<file path="src/rtl/div_pip_sched.sv">
// Round-robin scheduler feeding one shared pipelined fractional divider.
// Carries a {valid,id,err} tag line alongside the divider and routes each
// quotient back to its owner in grant order.
module div_pip_sched #(
  parameter int unsigned N       = 16,
  parameter int unsigned NUM_REQ = 4,
  parameter int unsigned ID_W    = 2,
  parameter int unsigned DIV_LAT = 17
) (
  input  logic                 clk,
  input  logic                 rst,
  input  logic [NUM_REQ-1:0]   req_valid,
  input  logic [NUM_REQ*N-1:0] req_dividend,
  input  logic [NUM_REQ*N-1:0] req_divisor,
  output logic [NUM_REQ-1:0]   req_ready,
  input  logic                 hold,
  output logic [N-1:0]         div_dividend,
  output logic [N-1:0]         div_divisor,
  input  logic [N-1:0]         div_quotient,
  output logic                 rsp_valid,
  output logic [ID_W-1:0]      rsp_id,
  output logic [N-1:0]         rsp_quotient,
  output logic                 rsp_err,
  output logic                 busy
);

  localparam int unsigned CNT_W = $clog2(DIV_LAT + 3);

  typedef struct packed {
    logic            valid;
    logic [ID_W-1:0] id;
    logic            err;
  } tag_t;

  typedef enum logic [1:0] {IDLE, RUN, DRAIN} state_t;

  state_t            state_q, state_d;
  logic [ID_W-1:0]   ptr_q, ptr_d;
  logic [CNT_W-1:0]  cnt_q, cnt_d;
  tag_t              tag_q [DIV_LAT+1];
  tag_t              tag_d [DIV_LAT+1];
  logic [N-1:0]      div_dividend_q, div_dividend_d;
  logic [N-1:0]      div_divisor_q, div_divisor_d;
  logic              rsp_valid_q, rsp_valid_d;
  logic [ID_W-1:0]   rsp_id_q, rsp_id_d;
  logic [N-1:0]      rsp_quotient_q, rsp_quotient_d;
  logic              rsp_err_q, rsp_err_d;

  logic              xfer_c;
  logic [ID_W-1:0]   gnt_idx_c;
  logic [NUM_REQ-1:0] grant_c;
  logic [N-1:0]      sel_dividend_c, sel_divisor_c;
  logic              sel_err_c;

  // Round-robin search from the pointer; hold suppresses every grant
  always_comb begin
    logic [ID_W-1:0] idx;
    grant_c   = '0;
    gnt_idx_c = '0;
    xfer_c    = 1'b0;
    idx       = '0;
    if (!hold) begin
      for (int unsigned k = 0; k < NUM_REQ; k++) begin
        idx = ID_W'((32'(ptr_q) + k) % NUM_REQ);
        if (!xfer_c && req_valid[idx]) begin
          xfer_c    = 1'b1;
          gnt_idx_c = idx;
        end
      end
    end
    if (xfer_c) grant_c[gnt_idx_c] = 1'b1;
  end

  assign req_ready = grant_c;

  // Operand mux for the granted requester and legality check
  always_comb begin
    sel_dividend_c = '0;
    sel_divisor_c  = '0;
    for (int unsigned i = 0; i < NUM_REQ; i++) begin
      if (gnt_idx_c == ID_W'(i)) begin
        sel_dividend_c = req_dividend[i*N +: N];
        sel_divisor_c  = req_divisor[i*N +: N];
      end
    end
    // dividend >= divisor also covers divisor == 0
    sel_err_c = (sel_dividend_c >= sel_divisor_c);
  end

  // Next-state for datapath, tag line, counter, pointer and FSM
  always_comb begin
    ptr_d          = ptr_q;
    cnt_d          = cnt_q;
    state_d        = state_q;
    div_dividend_d = div_dividend_q;
    div_divisor_d  = div_divisor_q;
    rsp_valid_d    = 1'b0;
    rsp_id_d       = rsp_id_q;
    rsp_quotient_d = rsp_quotient_q;
    rsp_err_d      = rsp_err_q;
    for (int unsigned k = 0; k <= DIV_LAT; k++) tag_d[k] = '0;

    if (xfer_c) begin
      div_dividend_d = sel_dividend_c;
      div_divisor_d  = sel_divisor_c;
      ptr_d = (gnt_idx_c == ID_W'(NUM_REQ - 1)) ? '0 : gnt_idx_c + ID_W'(1);
      tag_d[0] = '{valid: 1'b1, id: gnt_idx_c, err: sel_err_c};
    end
    for (int unsigned k = 1; k <= DIV_LAT; k++) tag_d[k] = tag_q[k-1];

    // Last tag stage lines up with the divider output
    if (tag_q[DIV_LAT].valid) begin
      rsp_valid_d    = 1'b1;
      rsp_id_d       = tag_q[DIV_LAT].id;
      rsp_err_d      = tag_q[DIV_LAT].err;
      rsp_quotient_d = tag_q[DIV_LAT].err ? {N{1'b1}} : div_quotient;
    end

    case ({xfer_c, rsp_valid_q})
      2'b10:   cnt_d = cnt_q + CNT_W'(1);
      2'b01:   cnt_d = cnt_q - CNT_W'(1);
      default: cnt_d = cnt_q;
    endcase

    case (state_q)
      IDLE: if (xfer_c) state_d = RUN;
      RUN: begin
        if (!xfer_c && cnt_d == '0)    state_d = IDLE;
        else if (hold && cnt_q != '0)  state_d = DRAIN;
      end
      DRAIN: begin
        if (!xfer_c && cnt_d == '0)    state_d = IDLE;
        else if (!hold && xfer_c)      state_d = RUN;
      end
      default: state_d = IDLE;
    endcase
  end

  // State registers with synchronous reset
  always_ff @(posedge clk) begin
    if (rst) begin
      state_q        <= IDLE;
      ptr_q          <= '0;
      cnt_q          <= '0;
      div_dividend_q <= '0;
      div_divisor_q  <= '0;
      rsp_valid_q    <= 1'b0;
      rsp_id_q       <= '0;
      rsp_quotient_q <= '0;
      rsp_err_q      <= 1'b0;
      for (int unsigned k = 0; k <= DIV_LAT; k++) tag_q[k] <= '0;
    end else begin
      state_q        <= state_d;
      ptr_q          <= ptr_d;
      cnt_q          <= cnt_d;
      div_dividend_q <= div_dividend_d;
      div_divisor_q  <= div_divisor_d;
      rsp_valid_q    <= rsp_valid_d;
      rsp_id_q       <= rsp_id_d;
      rsp_quotient_q <= rsp_quotient_d;
      rsp_err_q      <= rsp_err_d;
      for (int unsigned k = 0; k <= DIV_LAT; k++) tag_q[k] <= tag_d[k];
    end
  end

  assign div_dividend = div_dividend_q;
  assign div_divisor  = div_divisor_q;
  assign rsp_valid    = rsp_valid_q;
  assign rsp_id       = rsp_id_q;
  assign rsp_quotient = rsp_quotient_q;
  assign rsp_err      = rsp_err_q;
  assign busy         = (state_q != IDLE);

endmodule

</file>
<file path="config.mk">
export PLATFORM = sky130hd
export DESIGN_NAME = div_pip_sched
export DESIGN_NICKNAME = d
export VERILOG_FILES = /design/src/rtl/div_pip_sched.sv
export SDC_FILE = /design/constraint.sdc
export NUM_CORES = 1
export LEC_CHECK = 0
export CAP_MARGIN = 20
export CORE_AREA = 5 5 134 161
export DETAILED_ROUTE_END_ITERATION = 10
export DIE_AREA = 0 0 139 166
export GPL_ROUTABILITY_DRIVEN = 0
export GPL_TIMING_DRIVEN = 0
export MAX_ROUTING_LAYER = met4
export SLEW_MARGIN = 40
export SYNTH_ARGS = -nofsm -noshare
export SYNTH_HDL_FRONTEND = slang
export SYNTH_SLANG_ARGS = --single-unit
</file>
<file path="constraint.sdc">
create_clock -name clk -period 4.4 [get_ports clk]
set_clock_uncertainty 0.15 [all_clocks]
set_input_delay 0.66 -clock clk [delete_from_list [all_inputs] [get_ports clk]]
set_output_delay 0.66 -clock clk [all_outputs]
set_load 0.005 [all_outputs]
</file>
==> results.yml <==
run_status:
  status: "finished, final reports clean"
setup_path:
  r2r_cells: 14
  critical_path_class: "in -> reg"
  cp-start-kind: "primary input"
  worstReg2RegStart: "ptr_q[1]"
  startpoint: "req_valid[2]"
  crit_path_cell_trace: "clkdlybuf4s50_1 -> nor2_1 -> a21oi_2 -> inv_4 -> nor4_4 -> inv_1 -> ha_1 -> buf_2 -> clkbuf_2 -> a221o_1 -> a22oi_2 -> ha_1 -> a21oi_1 -> a21boi_0 -> o31ai_1 -> a311oi_1"
  crit_top_cell: "ha_1"
  critPathMaxStageDelay_ps: 530
  critPathCapture: "tag_q[0][0]"
  crit_path_end_kind: "flop"
  cp_max_fo: 10
  required_ps: 4510
  r2r-end: "tag_q[0][0]"
  regToRegSetupSlack_ps: 580
  critical_path_arrival_ps: 4390
  crit_slowest_cell: "clkdlybuf4s50_1"
floorplan:
  fp.dieH_um: 166
  die_area_mm2: 0.0231
  row_count: 57
  core_region_area_mm2: 0.0200
  ioPinCount: 208
  start_util_pct: 29.1
  die_width_um: 139
route:
  avgRoutedWirePerCell_um: 16.7
  ant_nets: 0
  wirelength_mm: 19.0
  drt_first_pass_iters: 4
  num_vias: 5337
  drtIter0Drc: 225
  drc: 0
  vias_per_cell: 4.69
power:
  power.internal_mw: 2.52
  p_sw_share_pct: 26.4
  clkPwrFrac_pct: 42.8
  p_comb_share_pct: 20.1
  power.density_mw_per_mm2: 383
  p_sw_mw: 0.902
  vdd_drop_max_mv: 0.213
  seq_power_share_pct: 37.1
  leakagePower_nw: 3.55
grt:
  grt_max_degree: 17
  grt_pass1_vias: 5444
  grt_antenna_before_repair: 0
  grt_usage_pct: 16.6
  grt_overflow_total: 0
  grt_pass1_wl_mm: 29.4
clock_network:
  clk_latency_ps: 410
  hold_buffers: 0
  cts.path.max_buffers: 2
  cts.sinks: 133
  clk_pin_slew_worst_paths_ps: 60
  h-tree-depth: 4
  cts_buffers: 17
  root_buffer: "clkbuf_16"
  tritoncts: "built"
finish:
  fillers: 2018
  multi_input_area_mm2: 0.00281
  seq_area_mm2: 0.00266
  nets: 1037
  area_growth_pct: 53.7
  drive_above_1_share_pct: 8.01
  n_antenna_cell: 0
logic_synthesis:
  ys_ff_latch: 133
  synth_top_area_share_pct: 45.9
  ys_seq_area_share_pct: 45.9
  synthCells: 632
  yosysWarnings: 0
  synthTopCellsByArea: "dfxtp_1 46%, nor2b_1 7.9%, a21oi_1 5.3%"
  synth_top_cell_by_area: "dfxtp_1"
  synth_edf_count: 0
  synth_area_mm2: 0.00581
  syn-num-nets: 808
  ys_async_sr_fraction_pct: 0
  synth.avg_cell_area_um2: 9.19
  ys.flop_type: "dfxtp_1"
  yosysUniqueCellTypes: 53
sta:
  slew_viol_final: 0
  fmax_ghz: 0.234
  fin_crit_ps: 4280
  worst_pin_slew_ps: 710
  setup_ws_ps: 119
  grt_setup_unrepaired: "yes"
  finalSetupViolations: 0
  finalHoldViolCount: 0
  slew_headroom_pct: 52.7
  whs_ps: 282
  period_share_pct: 97.3
  tns_ps: 0
placed_design:
  io_buffers: 207
  dp_hpwl_mm: 15.2
  dp_slack_ps: -1000
worst_hold_path:
  min_path_type: "reg -> reg"
run:
  cap_violations: 0
## worst max-delay path: cells and delay by family
kind	cells	cell delay [ps]
AO/OA/AOI/OAI	7	1570
AND/OR/NAND/NOR	2	410
buffers and inverters	5	1170
adder cells (fa/ha/maj)	2	560
## registers in the layout, indices dropped and copies added, names as in the netlist
name	flops
rsp_id	2
cnt_q	5
rsp_err	1
ptr_q	2
state_q	2
tag_q	72
div_divisor	16
rsp_quotient	16
rsp_valid	1
div_dividend	16
## cells in the final DEF, fill, tap and decap left out, drive strengths merged, types with 5 or more instances in the layout
cell type,instances
a211oi,18
a21oi,63
a221o,31
a22o,16
a22oi,17
and2,5
buf,17
clkbuf,52
clkdlybuf4s50,206
clkinv,5
dfxtp,133
ha,24
inv,58
mux2i,6
nand2,6
nand2b,8
nor2,51
nor2b,73
nor3b,6
o21a,16
o22ai,16
## cell families after synthesis
group | count (synthesis) | share of synthesized area (%)
buffers and inverters | 102 | 6.81
flip-flops | 133 | 45.9
XOR/XNOR | 2 | 0.302
multiplexers | 7 | 1.23
adder cells (fa/ha/maj) | 25 | 5.52
AO/OA/AOI/OAI | 198 | 24.8
AND/OR/NAND/NOR | 165 | 15.5
## worst min-delay path by stage
stage	startpoint	end	slack [ps]	cells after the start
after floorplan	tag_q[9][0]	tag_q[10][0]	260	1
after global placement	tag_q[0][3]	tag_q[1][3]	270	1
after detailed placement	tag_q[14][2]	tag_q[15][2]	270	1
after CTS	tag_q[14][2]	tag_q[15][2]	290	1
after global routing	tag_q[9][0]	tag_q[10][0]	290	1
final	tag_q[14][2]	tag_q[15][2]	280	1
## layout make-up
type / count / share of cell area, %
clock inverters: 14 / 1.96
multi-input cells: 397 / 31.5
clock buffers: 18 / 4.92
repair buffers: 210 / 23.5
flip-flops and latches: 133 / 29.8
inverters: 54 / 2.30
well taps: 265 / 3.71
plain buffers: 48 / 2.30
## synthesized netlist by cell type, types with 8 or more instances
library cell and instances:
inv_1 53, o21a_1 16, dfxtp_1 133, a22oi_1 17, a211oi_1 17, a221o_1 31, nor2b_1 73, o22ai_1 16
clkbuf_1 33, a22o_1 16, a21oi_1 62, nand2b_1 8, nor2_1 51, ha_1 24
## metal layers
metal	routed length, um	global-route usage [%]	vias up
met5	0	-	-
li1	-	-	2684
met3	1550	5.24	19
met4	310	4.64	0
met1	7830	18.8	2418
met2	9270	28.2	216
## power by group through the flow
stage | combinational, mW | clock (mW) | sequential, mW
global route | 0.754 | 1.55 | 1.27
floorplan | 0.332 | 0 | 1.29
finish | 0.687 | 1.47 | 1.27
CTS | 0.679 | 1.49 | 1.27
global placement | 0.663 | 0 | 1.29
detailed placement | 0.668 | 0 | 1.30
## through the flow
stage               power (mW)  util [%]  std cells  area (um2)
finish                    3.42      44.7       1139        8930
global route              3.57      44.7       1139        8930
CTS                       3.44      44.4       1136        8880
detailed placement        1.96      41.1       1104        8210
global placement          1.96      41.1       1104        8210
floorplan                 1.62         -        632        5810
## what timing repair did
item / 4_1_cts / 5_1_grt
endpoints found under the setup margin: 4 / 4
cloned: 0 / 0
pin swaps: 1 / 3
resized for setup: 13 / 14
endpoints found under the hold margin: 0 / 0
buffers inserted: 0 / 3
No activity file was read; power rests on OpenSTA's default activity.
